`src/rtl/mdu_sequencer.sv`:
```
// ---------------------------------------------------------------------------
// mdu_sequencer
//
// Multi-cycle unsigned multiply/divide sequencer for the MIPS datapath.
// Implements MULTU (shift-add) and DIVU (restoring division) and produces
// the HI/LO register values. All adds and subtracts are delegated to an
// external 32-bit ALU through the alu_* port group; this block only
// sequences, shifts and selects.
//
// Ports:
//   clk, rst      clock, asynchronous active-high reset
//   start, funct  request pulse (sampled in IDLE), 0 = MULTU, 1 = DIVU
//   src_a, src_b  multiplicand/dividend, multiplier/divisor
//   busy, done    busy while iterating, one-cycle done pulse
//   hi, lo        product high/low or remainder/quotient
//   div_by_zero   sticky flag for DIVU with src_b = 0
//   alu_a, alu_b, alu_binvert, alu_carryin, alu_op   ALU request
//   alu_result, alu_carryout                         ALU response
//
// Optional build macro:
//   MDU_EARLY_OUT_EN  DIVU with src_a < src_b finishes without iterating.
// ---------------------------------------------------------------------------
module mdu_sequencer #(
    parameter int WIDTH = 32,
    parameter int CNT_W = 6
) (
    input  logic             clk,
    input  logic             rst,
    input  logic             start,
    input  logic             funct,
    input  logic [WIDTH-1:0] src_a,
    input  logic [WIDTH-1:0] src_b,
    output logic             busy,
    output logic             done,
    output logic [WIDTH-1:0] hi,
    output logic [WIDTH-1:0] lo,
    output logic             div_by_zero,
    output logic [WIDTH-1:0] alu_a,
    output logic [WIDTH-1:0] alu_b,
    output logic             alu_binvert,
    output logic             alu_carryin,
    output logic [1:0]       alu_op,
    input  logic [WIDTH-1:0] alu_result,
    input  logic             alu_carryout
);

    typedef enum logic [1:0] {
        S_IDLE,
        S_MUL,
        S_DIV,
        S_DONE
    } state_t;

    state_t           r_state;
    logic [WIDTH-1:0] r_hi;
    logic [WIDTH-1:0] r_lo;
    logic [WIDTH-1:0] r_opnd;
    logic [CNT_W-1:0] r_cnt;
    logic             r_busy;
    logic             r_done;
    logic             r_dbz;

    logic [WIDTH-1:0] w_sh;
    logic             w_top;
    logic             w_lastIter;
    logic             w_early;

    // Restoring-division shift: the bit pushed out of hi is kept as w_top so
    // a remainder that overflowed WIDTH bits still forces a subtract.
    assign w_sh       = {r_hi[WIDTH-2:0], r_lo[WIDTH-1]};
    assign w_top      = r_hi[WIDTH-1];
    assign w_lastIter = (r_cnt == CNT_W'(WIDTH - 1));

`ifdef MDU_EARLY_OUT_EN
    // Quotient is zero whenever the dividend is below the divisor.
    assign w_early = (src_a < src_b);
`else
    assign w_early = 1'b0;
`endif

    assign hi          = r_hi;
    assign lo          = r_lo;
    assign busy        = r_busy;
    assign done        = r_done;
    assign div_by_zero = r_dbz;

    // ALU request is decoded from registered state only. MUL adds the
    // multiplicand when the current multiplier bit is set; DIV computes
    // sh - divisor as sh + ~divisor + 1. Idle states request the zero op.
    always_comb begin
        alu_a       = '0;
        alu_b       = '0;
        alu_binvert = 1'b0;
        alu_carryin = 1'b0;
        alu_op      = 2'b11;
        case (r_state)
            S_MUL: begin
                alu_a  = r_hi;
                alu_b  = r_lo[0] ? r_opnd : '0;
                alu_op = 2'b10;
            end
            S_DIV: begin
                alu_a       = w_sh;
                alu_b       = r_opnd;
                alu_binvert = 1'b1;
                alu_carryin = 1'b1;
                alu_op      = 2'b10;
            end
            default: ;
        endcase
    end

    // Sequencer. done is registered from the DONE state, so the pulse
    // appears one cycle after DONE is entered; busy covers exactly the
    // iterating states.
    always_ff @(posedge clk or posedge rst) begin
        if (rst) begin
            r_state <= S_IDLE;
            r_hi    <= '0;
            r_lo    <= '0;
            r_opnd  <= '0;
            r_cnt   <= '0;
            r_busy  <= 1'b0;
            r_done  <= 1'b0;
            r_dbz   <= 1'b0;
        end else begin
            r_done <= (r_state == S_DONE);
            case (r_state)
                S_IDLE: begin
                    if (start) begin
                        r_dbz <= 1'b0;
                        r_cnt <= '0;
                        if (!funct) begin
                            r_opnd  <= src_a;
                            r_lo    <= src_b;
                            r_hi    <= '0;
                            r_busy  <= 1'b1;
                            r_state <= S_MUL;
                        end else if (src_b == '0) begin
                            r_hi    <= src_a;
                            r_lo    <= '1;
                            r_dbz   <= 1'b1;
                            r_state <= S_DONE;
                        end else if (w_early) begin
                            r_hi    <= src_a;
                            r_lo    <= '0;
                            r_state <= S_DONE;
                        end else begin
                            r_opnd  <= src_b;
                            r_lo    <= src_a;
                            r_hi    <= '0;
                            r_busy  <= 1'b1;
                            r_state <= S_DIV;
                        end
                    end
                end
                S_MUL: begin
                    // Product shifts right; the ALU carry becomes the new MSB.
                    {r_hi, r_lo} <= {alu_carryout, alu_result, r_lo[WIDTH-1:1]};
                    r_cnt        <= r_cnt + CNT_W'(1);
                    if (w_lastIter) begin
                        r_busy  <= 1'b0;
                        r_state <= S_DONE;
                    end
                end
                S_DIV: begin
                    if (w_top | alu_carryout) begin
                        r_hi <= alu_result;
                        r_lo <= {r_lo[WIDTH-2:0], 1'b1};
                    end else begin
                        r_hi <= w_sh;
                        r_lo <= {r_lo[WIDTH-2:0], 1'b0};
                    end
                    r_cnt <= r_cnt + CNT_W'(1);
                    if (w_lastIter) begin
                        r_busy  <= 1'b0;
                        r_state <= S_DONE;
                    end
                end
                S_DONE: begin
                    r_state <= S_IDLE;
                end
                default: begin
                    r_state <= S_IDLE;
                end
            endcase
        end
    end

endmodule
```
`config.mk`:
```
export PLATFORM = sky130hd
export DESIGN_NAME = mdu_sequencer
export DESIGN_NICKNAME = d
export VERILOG_FILES = /design/src/rtl/mdu_sequencer.sv
export SDC_FILE = /design/constraint.sdc
export NUM_CORES = 1
export LEC_CHECK = 0
export BUFFER_PORTS_ARGS = -buffer_cell sky130_fd_sc_hd__buf_2
export CAP_MARGIN = 30
export CORE_AREA = 2 2 124 126
export DETAILED_ROUTE_END_ITERATION = 10
export DIE_AREA = 0 0 126 128
export PLACE_DENSITY = 0.84
export SYNTH_ARGS = -nofsm -noshare
export SYNTH_HDL_FRONTEND = slang
export SYNTH_SLANG_ARGS = --single-unit
```
`constraint.sdc`:
```
create_clock -name clk -period 5.25 [get_ports clk]
set_input_delay 1.575 -clock clk [delete_from_list [all_inputs] [get_ports clk]]
set_output_delay 1.575 -clock clk [all_outputs]
set_load 0.01 [all_outputs]
```
Yosys cells after proc, flatten, opt, wreduce, memory -nomap -nowiden --
Index checks and enable logic that the tools add are counted.
Word-level totals: flip-flop bits (word level) 107, bits of input ports 101, output and inout bits 135, word-level logic and storage cells 60
Cells by class: eq/ne operators 8, reduce and logical (&&, ||, !) cells 11, bitwise gates (word level) 1, $add $sub $neg 1, muxes and demuxes 31
Operator list (number):
- 32-bit two-way mux | 10
- 32-bit case mux with 3 select lines | 2
- 32-bit case mux with 2 select lines | 2
- 32-bit zero test | 1
- 6-bit case mux with 2 select lines | 1
- 1-bit two-way mux | 10
- 2-bit AND reduction | 4
- 6-bit by 1-bit adder with 6-bit output (second input constant) | 1
- 6-bit by 5-bit == test with 1-bit output (second input constant) | 1
- 2-bit two-way mux | 3
- 6-bit two-way mux | 1
- 2-bit case mux with 3 select lines | 1
- 2-bit == test (second input constant) | 2
- 2-bit != test (second input constant) | 2
- 4-bit AND reduction | 1
- 3-bit != test (second input constant) | 1
- 3-bit AND reduction | 1
- 3-bit nonzero test | 1
- 2-bit by 1-bit == test with 1-bit output (second input constant) | 1
- 2-bit zero test | 1
- 2-bit by 1-bit != test with 1-bit output (second input constant) | 1
- 1-bit case mux with 2 select lines | 1
- 2-bit nonzero test | 1
- 2-bit OR reduction | 1
- 1-bit bitwise OR | 1

Depth between registers and ports, before layout --
Gate-level depths: netlist (run 1).
depth after elaboration 5, gate-level depth with buffers 9

Worst setup path after synthesis (run 1) --
OpenSTA, ideal clock, no wires.
path type reg2out, start register r_state[0], end output port alu_a[0], cell stages (with the launch flop) 8, data arrival time 1.822 ns, required time 3.675 ns, path buffers 3, setup slack 1.853 ns, cell sequence dfrtp_1 -> inv_1 -> ha_1 -> clkbuf_1 -> clkbuf_1 -> buf_1 -> a22oi_1 -> nor2_1
Between the ends: longest elaborated chain between the ends 2
RTL lines:
- start: declaration | RTL line 54 | state_t r_state;
- start signal: assignment | RTL line 118 | r_state <= S_IDLE;
- start signal: assignment | RTL line 138 | r_state <= S_MUL;
- start signal: assignment | RTL line 143 | r_state <= S_DONE;
- 2-bit == test / 2-bit by 1-bit == test with 1-bit output (equally long branches) | RTL line 96 | case (r_state)
- 32-bit case mux with 2 select lines * | RTL line 96
- end: declaration | RTL line 38 | output logic [WIDTH-1:0] alu_a,
Every way passes the cells marked *; elsewhere a longest branch is shown, timed or not.

Final worst setup path (run 1) --
Same ends and word-level chain as after synthesis.

==> results of run 1 <==
[synthesized netlist by cell type, types with 3 or more instances]
| library cell | n |
|---|---|
| a21oi_1 | 35 |
| a221oi_1 | 46 |
| a22o_1 | 30 |
| a22oi_1 | 49 |
| and2_1 | 32 |
| buf_1 | 7 |
| buf_2 | 18 |
| buf_4 | 4 |
| buf_6 | 3 |
| clkbuf_1 | 52 |
| dfrtp_1 | 107 |
| ha_1 | 6 |
| inv_1 | 6 |
| mux2_2 | 67 |
| mux2_4 | 30 |
| nand2_1 | 14 |
| nand3_1 | 5 |
| nor2_1 | 83 |
| nor3_1 | 47 |
| nor4_1 | 8 |
| o21ai_0 | 59 |
| o22ai_1 | 32 |
| or3_1 | 17 |
[sequential cells by signal, indices dropped and copies added (netlist names)]
register / cells
hi: 32
lo: 32
r_opnd: 32
r_cnt: 6
r_state: 2
busy: 1
div_by_zero: 1
done: 1
[cell type report]
type | instances | area share (%)
multi-input combinational | 582 | 48.1
tap | 188 | 2.69
inverter | 6 | 0.286
timing repair buffer | 252 | 15.4
sequential | 107 | 30.6
clock buffer | 13 | 2.86
[report_power, final]
part | switching, µW | internal [µW]
sequential | 427 | 1270
combinational | 2490 | 1850
clock | 302 | 328
[worst reg2reg max path: cells and delay by family, from the launching register on]
kind	cells	cell delay [ns]
AOI/OAI and AO/OA	1	0.86
adders and majority gates	1	0.35
buffers and inverters	3	0.97
DFF	1	0.46
muxes	1	0.60
and+or+nand+nor	2	0.28
[routing by layer]
layer	vias up	GRT usage, %	routed length [µm]	part of all wire [%]
li1	3310	-	-	-
met1	3553	41.5	9930	41
met2	526	45.7	11300	46
met3	45	5.05	2460	10
met4	0	11.7	737	3.0
met5	-	0	0	0
[cell families after synthesis]
family,after synthesis,share of synthesized area (%)
mux,99,16.9
flops,107,37.0
other cells,1,0.0518
buf+inv,90,5.50
compound gates,261,25.1
fa+ha+maj,6,1.04
simple gates,215,14.4
[worst max path at each step]
stage	from	end	slack (ns)	cells past startpoint
global placement	src_b[5]	r_opnd[27]$_DFFE_PP0P_	1.47	7
global route	r_state[0]$_DFFE_PP0P_	alu_a[5]	1.19	6
CTS	r_state[0]$_DFFE_PP0P_	alu_a[21]	1.38	6
floorplan	rst	busy$_DFFE_PP0P_	0.86	1
detailed placement	src_b[5]	r_opnd[28]$_DFFE_PP0P_	1.44	7
finish	r_state[0]$_DFFE_PP0P_	alu_a[0]	1.38	6
[layout by cell type, fill, tap and decap left out, types with 2 or more instances in the layout]
cell       netlist  final
buf_2           18    234
dfrtp_1        107    107
nor2_1          83     82
mux2_2          67     67
o21ai_0         59     59
a22oi_1         49     49
nor3_1          47     47
a221oi_1        46     46
a21oi_1         35     35
o22ai_1         32     32
and2_1          32     32
mux2_4          30     30
a22o_1          30     30
or3_1           17     17
buf_4            4     16
nand2_1         14     14
clkbuf_16        0      9
nor4_1           8      8
inv_1            6      5
nand3_1          5      5
ha_1             6      3
clkbuf_1        52      3
and4_1           2      2
a31oi_4          2      2
nand2b_1         2      2
o31a_1           2      2
nand4_1          2      2
o41ai_1          2      2
ha_4             0      2
buf_16           0      2
[metrics by stage]
step           hold WS [ns]  util, %
6_report              0.486     58.8
5_1_grt               0.512     58.8
4_1_cts               0.479     58.8
3_5_place_dp          0.464     57.1
3_3_place_gp          0.450     56.7
2_1_floorplan         0.466        -
==> flow_summary.yaml, run 1 <==
cells_and_area:
  fin_nets: 1065
  regArea_um2: 2680
  stdcell_count: 1148
  drive_gt1_share_pct: 38.3
  area_delta_synth_final_pct: 20.7
  final_area_um2: 8740
  fillCellCount: 1335
  multi_input_area_um2: 4210
  antenna_cells: 0
run_status:
  status: "completed"
hold_path:
  hold_depth: 2
  hold_class: "flip-flop to flip-flop"
  min-delay-start: "div_by_zero$_DFFE_PP0P_"
  whs_endpoint: "div_by_zero$_DFFE_PP0P_"
worst_setup_path:
  end_kind: "primary output"
  criticalPathCategory: "flip-flop to primary output"
  reg2reg_depth: 8
  crit_family: "buffers and inverters"
  critPathLaunchType: "flip-flop"
  cp_max_fo: 40
  slowest_stage: "dfrtp_1"
  r2r_slack_ns: 1.57
  max_stage_delay_ns: 0.45
  path_cells: "inv_1 -> ha_4 -> buf_4 -> a22oi_1 -> nor2_1 -> buf_2"
  r2r_end: "hi[5]$_DFFE_PP0P_"
  crit_required_ns: 3.68
  cp.arrival_ns: 2.30
  r2r-start: "r_state[0]$_DFFE_PP0P_"
  cp_num_buf_inv: 3
timing:
  worst_slew_pin_slew_ns: 1.01
  period_minus_slack_ns: 3.87
  finalSetupViolations: 0
  hold_viol_final: 0
  finalMaxSlewViolations: 0
  clock_skew_ns: 0.00442
  fmax_ghz: 0.258
  relSlewSlack_pct: 32.8
  fin_ws_ns: 1.38
  rsz0062_at_grt: "false"
  timing.final.crit_share_pct: 73.8
  final.setup.tns_ns: 0
floorplanning:
  fp-row-count: 45
  pin_count: 236
  core_area_um2: 14900
  die_x_um: 126
  initial_core_util_pct: 48.7
  die_h_um: 128
  die-area_um2: 16100
cts:
  postCtsSetupRepairBufs: 0
  cts_max_level: 3
  numClockSinks: 107
  ctsHoldBuffers: 0
  cts_tree: "done"
  insertion_delay_ns: 0.36
  cts-resized-gates: 0
  cts-buffers-inserted: 9
  cts_buffer_depth: 2
  path_clk_slew_ns: 0.07
  cts_root_buf: "clkbuf_16"
place:
  dp_slack_ns: 1.44
  routabilityCongestion: 0.889
  place_hpwl_um: 16900
  placed_cells: 1135
  port_buffers: 234
  placed_area_um2: 8490
pwr:
  p_leak_uw: 0.00399
  power_density_nw_per_um2: 763
  design_power_total_uw: 6670
  vdd.ir_drop.worst_v: 0.000433
routing:
  drc: 0
  routed_via_density: 6.48
  drt-wirelength-per-cell_um: 21.3
  detail-route-antenna-nets: 0
  first_iter_violations: 815
  totalWireLength_um: 24400
  firstDrtPassIters: 6
  vias: 7434
logic_synthesis:
  netlist_area_um2: 7240
  synth_edf_count: 0
  synth.area.top_cells: "dfrtp_1 (37%), mux2_2 (10%), mux2_4 (6.2%)"
  synthArstFlopShare_pct: 100
  yosysWarnings: 0
  yosysSeqAreaShare_pct: 37.0
  yosys.area.top_type: "dfrtp_1"
  synth_top_area_share_pct: 37.0
  synthFlopType: "dfrtp_1"
  synth.distinct_cells: 38
  syn_nets: 886
  synth_cells: 779
  ys_seq_elements: 107
  avgSynthCellArea_um2: 9.29
run:
  max-cap-violations: 0
global_route:
  grt_overflow: 0
  grt_usage_pct: 29.5
  first_global_vias: 6753
  grt_pass1_wl_um: 38100
  antenna_found_initial: 0
  grt_start_max_net_pins: 71
Power figures use the tool's default switching activity.
==> run 2, diff against run 1 <==
- ABC_AREA: not set -> 1
- CORE_AREA: 2 2 124 126 -> 2 2 131 133
- DIE_AREA: 0 0 126 128 -> 0 0 133 135
- PLACE_DENSITY: 0.84 -> 0.82
- clock period: 5.25 -> 3.33 ns (I/O delays scaled with it)
==> flow_summary.yaml, run 2 <==
run_status:
  status: "completed"
floorplanning:
  pin_count: 236
  die_x_um: 133
  die_h_um: 135
  initial_core_util_pct: 46.3
  core_area_um2: 16400
  fp-row-count: 47
  die-area_um2: 18000
logic_synthesis:
  synth_cells: 1194
  synth_edf_count: 0
  yosys.area.top_type: "dfrtp_1"
  synth_top_area_share_pct: 35.2
  synth_most_common_cell: "nand2_1"
  synth.area.top_cells: "dfrtp_1 (35%), nand2_1 (14%), a21oi_1 (13%)"
  synthFlopType: "dfrtp_1"
  synthArstFlopShare_pct: 100
  yosysSeqAreaShare_pct: 35.2
  avgSynthCellArea_um2: 6.36
  yosysWarnings: 0
  syn_nets: 1301
  synth.distinct_cells: 29
  netlist_area_um2: 7600
  synth_commonest_cells: "nand2_1 (293), a21oi_1 (199), nor2_1 (146)"
  ys_seq_elements: 107
worst_setup_path:
  crit_required_ns: 2.33
  cp_max_fo: 92
  r2r-start: "r_state[1]$_DFFE_PP0P_"
  end_kind: "primary output"
  criticalPathCategory: "flip-flop to primary output"
  r2r_slack_ns: 0.74
  cp.arrival_ns: 2.13
  r2r_end: "lo[14]$_DFFE_PP0P_"
  critPathLaunchType: "flip-flop"
  reg2reg_depth: 9
timing:
  final.setup.tns_ns: 0
  timing.final.crit_share_pct: 94.0
  period_minus_slack_ns: 3.13
  fmax_ghz: 0.319
  finalSetupViolations: 0
  relSlewSlack_pct: 39.6
  rsz0062_at_grt: "false"
  finalMaxSlewViolations: 0
  worst_slew_pin_slew_ns: 0.906
  clock_skew_ns: 0.00565
  hold_viol_final: 0
cells_and_area:
  final_area_um2: 9190
  drive_gt1_share_pct: 22.3
  postLayoutCoreUtil_pct: 56.0
  area_delta_synth_final_pct: 21.0
  fillCellCount: 1599
  antenna_cells: 0
  multi_input_area_um2: 4060
  final_common_cell: "nand2_1"
  final_cell_mix: "nand2_1 (292), buf_2 (233), a21oi_1 (199)"
  fin_nets: 1471
  stdcell_count: 1589
  regArea_um2: 2680
hold_path:
  hold_class: "flip-flop to flip-flop"
  min-delay-start: "busy$_DFFE_PP0P_"
  hold_depth: 2
  whs_endpoint: "busy$_DFFE_PP0P_"
routing:
  routed_via_density: 5.44
  firstDrtPassIters: 5
  detail-route-antenna-nets: 0
  totalWireLength_um: 25700
  drc: 0
  first_iter_violations: 813
  drt-wirelength-per-cell_um: 16.2
  vias: 8641
cts:
  postCtsSetupRepairBufs: 0
  cts_tree: "done"
  cts_buffer_depth: 2
  cts-buffers-inserted: 9
  path_clk_slew_ns: 0.07
  numClockSinks: 107
  insertion_delay_ns: 0.35
  cts_root_buf: "clkbuf_16"
  ctsHoldBuffers: 0
  cts_max_level: 3
pwr:
  p_leak_uw: 0.00473
  power_switching_uw: 5370
  power.share.switching_pct: 52.1
  power_frac_clock_pct: 11.0
  power_density_nw_per_um2: 1120
  seqPwrFrac_pct: 25.3
  vdd.ir_drop.worst_v: 0.000783
  design_power_total_uw: 10300
  combinationalPowerShare_pct: 63.7
  p_int_uw: 4940
place:
  placed_cells: 1573
  place_hpwl_um: 17900
  placed_area_um2: 8880
  port_buffers: 234
  routabilityCongestion: 0.948
global_route:
  grt_start_max_net_pins: 93
  grt_usage_pct: 28.3
  antenna_found_initial: 0
  grt_overflow: 0
  first_global_vias: 7680
  grt_pass1_wl_um: 40800
run:
  max-cap-violations: 0
run 2: what timing repair did:
action	CTS	global route
setup endpoints to repair	0	49
hold endpoints to repair	0	0
gates resized for setup	0	3
run 2: through the flow:
step	hold slack [ns]	setup WS (ns)
2_1_floorplan	0.453	0.584
3_3_place_gp	0.455	0.508
3_5_place_dp	0.458	0.430
4_1_cts	0.475	0.0391
5_1_grt	0.489	0.0461
6_report	0.476	0.198
run 2: final cells by class:
| cell class | count | area share, % |
|---|---|---|
| Multi-Input combinational cell | 872 | 44.2 |
| Sequential cell | 107 | 29.1 |
| Timing Repair Buffer | 254 | 15.4 |
| Inverter | 120 | 4.94 |
| Tap cell | 220 | 2.99 |
| Clock buffer | 12 | 2.79 |
| Clock inverter | 4 | 0.531 |
run 2: routing by layer:
metal | part of all wire (%) | vias to the layer above | GRT usage [%] | wire [µm]
met4 | 1.9 | 0 | 8.66 | 497
li1 | - | 4212 | - | -
met2 | 45 | 421 | 43.9 | 11700
met5 | 0 | - | 0 | 0
met1 | 43 | 3974 | 41.1 | 11200
met3 | 9.1 | 34 | 4.20 | 2350
run 2: cells by family after synthesis:
group           synth area share, %
compound gates                 24.5
other cells                  0.0494
flops                          35.2
buf+inv                        11.8
fa+ha+maj                     0.988
simple gates                   27.4
run 2: worst max-delay path by stage:
stage / to / depth (start not counted) / slack, ns / from
final: alu_a[16] / 6 / 0.20 / r_state[1]$_DFFE_PP0P_
after detailed placement: alu_a[15] / 6 / 0.43 / r_state[1]$_DFFE_PP0P_
after floorplan: alu_b[10] / 10 / 0.58 / r_state[0]$_DFFE_PP0P_
after global placement: alu_a[30] / 6 / 0.51 / r_state[1]$_DFFE_PP0P_
after global routing: alu_a[2] / 6 / 0.05 / r_state[1]$_DFFE_PP0P_
after CTS: alu_a[15] / 6 / 0.04 / r_state[1]$_DFFE_PP0P_
run 2: power groups by stage:
stage / logic [µW] / registers [µW] / clock network, µW
2_1_floorplan: 4410 / 2660 / 0
3_3_place_gp: 6360 / 2590 / 0
3_5_place_dp: 6510 / 2620 / 0
4_1_cts: 6530 / 2600 / 1150
5_1_grt: 7370 / 2690 / 1190
6_report: 6570 / 2610 / 1130
run 2: critical path, cell delays in order, from the launching register on:
cell and delay (ns):
dfrtp_1 0.42, inv_1 0.16, ha_4 0.15, buf_6 0.52
nand2_1 0.12, a21oi_1 0.19, buf_2 0.16
==> run 3, diff against run 2 <==
- ABC_AREA: 1 -> not set
- CORE_AREA: 2 2 131 133 -> 2 2 128 130
- DIE_AREA: 0 0 133 135 -> 0 0 130 132
==> flow_summary.yaml, run 3 (synthesized netlist as in run 1, its figures left out) <==
run_status:
  status: "completed"
timing:
  timing.final.crit_share_pct: 92.1
  rsz0062_at_grt: "false"
  period_minus_slack_ns: 3.07
  hold_slack_ns: 0.491
  fmax_ghz: 0.326
  finalSetupViolations: 0
  worst_slew_pin_slew_ns: 0.806
  finalMaxSlewViolations: 0
  final.setup.tns_ns: 0
  relSlewSlack_pct: 45.1
  clock_skew_ns: 0.00560
  hold_viol_final: 0
cells_and_area:
  drive_gt1_share_pct: 39.6
  final_common_cell: "buf_2"
  fin_nets: 1078
  postLayoutCoreUtil_pct: 57.1
  fillCellCount: 1400
  area_delta_synth_final_pct: 24.0
  final_cell_mix: "buf_2 (234), dfrtp_1 (107), nor2_1 (82)"
routing:
  firstDrtPassIters: 5
  detail-route-antenna-nets: 0
  totalWireLength_um: 25100
  drt-wirelength-per-cell_um: 21.0
  routed_via_density: 6.33
  vias: 7549
  first_iter_violations: 761
  drc: 0
floorplanning:
  die_x_um: 130
  die_h_um: 132
  fp-row-count: 46
  initial_core_util_pct: 46.1
  pin_count: 236
  core_area_um2: 15700
  die-area_um2: 17200
place:
  routabilityCongestion: 0.913
  port_buffers: 234
  place_hpwl_um: 17800
pwr:
  power_density_nw_per_um2: 1200
  vdd.ir_drop.worst_v: 0.000638
  p_leak_uw: 0.00409
worst_setup_path:
  crit_end: "alu_b[31]"
  r2r_slack_ns: 0.53
  end_kind: "primary output"
  reg2reg_depth: 8
  criticalPathCategory: "flip-flop to primary output"
  max_stage_delay_ns: 0.42
  r2r_end: "lo[8]$_DFFE_PP0P_"
  path_cells: "inv_1 -> ha_4 -> a21oi_1 -> nor2_1 -> buf_4 -> and2_1 -> buf_2"
  cp_max_fo: 23
  crit_required_ns: 2.33
  crit_start: "r_state[1]$_DFFE_PP0P_"
  critPathLaunchType: "flip-flop"
  r2r-start: "r_state[0]$_DFFE_PP0P_"
  cp.arrival_ns: 2.07
  slowest_stage: "dfrtp_1"
global_route:
  grt_usage_pct: 28.5
  first_global_vias: 6914
  grt_overflow: 0
  grt_pass1_wl_um: 38900
  antenna_found_initial: 3
  grt_start_max_net_pins: 46
cts:
  cts-resized-gates: 0
  postCtsSetupRepairBufs: 0
  cts_max_level: 3
  cts_tree: "done"
  ctsHoldBuffers: 0
  cts_buffer_depth: 2
  cts_root_buf: "clkbuf_16"
  insertion_delay_ns: 0.35
  numClockSinks: 107
  cts-buffers-inserted: 9
  path_clk_slew_ns: 0.07
hold_path:
  hold_depth: 2
  hold_class: "flip-flop to flip-flop"
run:
  max-cap-violations: 0
[run 3: changes by cell type in the layout (fill, tap and decap cells not counted), moves of 43 or more]
cell,before,now
a21oi_1,199,35
a221oi_1,0,46
a22oi_1,0,49
inv_1,114,5
mux2_2,0,67
nand2_1,292,14
nor2_1,145,82
nor3_1,4,47
o21ai_0,104,59
[run 3: worst max-delay path, delay by kind of cell, from the launching register on]
kind	cells	cell delay (ns)
buffers and inverters	3	0.56
DFF	1	0.42
and+or+nand+nor	2	0.32
adders and majority gates	1	0.31
AOI/OAI and AO/OA	1	0.11
[run 3: power by group]
| group | internal (µW) | switching [µW] |
|---|---|---|
| Clock | 643 | 499 |
| Combinational | 2970 | 4010 |
| Sequential | 2000 | 661 |
| Total | 5610 | 5170 |
[run 3: routing by layer]
metal  share of wire (%)  global-route usage (%)  up-vias
met2                  45                    42.4      464
met1                  42                    41.0     3661
met4                 3.2                    10.6        2
met5               0.044                       0        -
li1                    -                       -     3337
met3                 9.2                    5.76       85
[run 3: stage by stage]
step	total power, µW	setup slack (ns)	cells	cell area (µm²)
5_1_grt	11600	0.0939	1193	8970
4_1_cts	10700	0.153	1190	8960
2_1_floorplan	7370	0.509	779	7240
3_3_place_gp	9320	0.260	1174	8620
6_report	10800	0.264	1193	8970
3_5_place_dp	9550	0.314	1175	8650
[run 3: final cells by class]
class | instances | area, µm² | share of cell area (%)
Antenna cell | 2 | 5.00 | 0.0558
Clock buffer | 12 | 267 | 2.97
Clock inverter | 3 | 46.3 | 0.516
Inverter | 6 | 26.3 | 0.293
Multi-Input combinational cell | 582 | 4210 | 46.9
Sequential cell | 107 | 2680 | 29.8
Tap cell | 216 | 270 | 3.01
Timing Repair Buffer | 265 | 1480 | 16.5
[run 3: worst min-delay path by stage]
stage | from | endpoint | slack [ns]
after floorplan | r_cnt[1]$_DFFE_PP0P_ | r_cnt[1]$_DFFE_PP0P_ | 0.47
after CTS | div_by_zero$_DFFE_PP0P_ | div_by_zero$_DFFE_PP0P_ | 0.49
after global placement | div_by_zero$_DFFE_PP0P_ | div_by_zero$_DFFE_PP0P_ | 0.45
after detailed placement | div_by_zero$_DFFE_PP0P_ | div_by_zero$_DFFE_PP0P_ | 0.47
after global routing | r_opnd[5]$_DFFE_PP0P_ | r_opnd[5]$_DFFE_PP0P_ | 0.53
final | div_by_zero$_DFFE_PP0P_ | div_by_zero$_DFFE_PP0P_ | 0.49
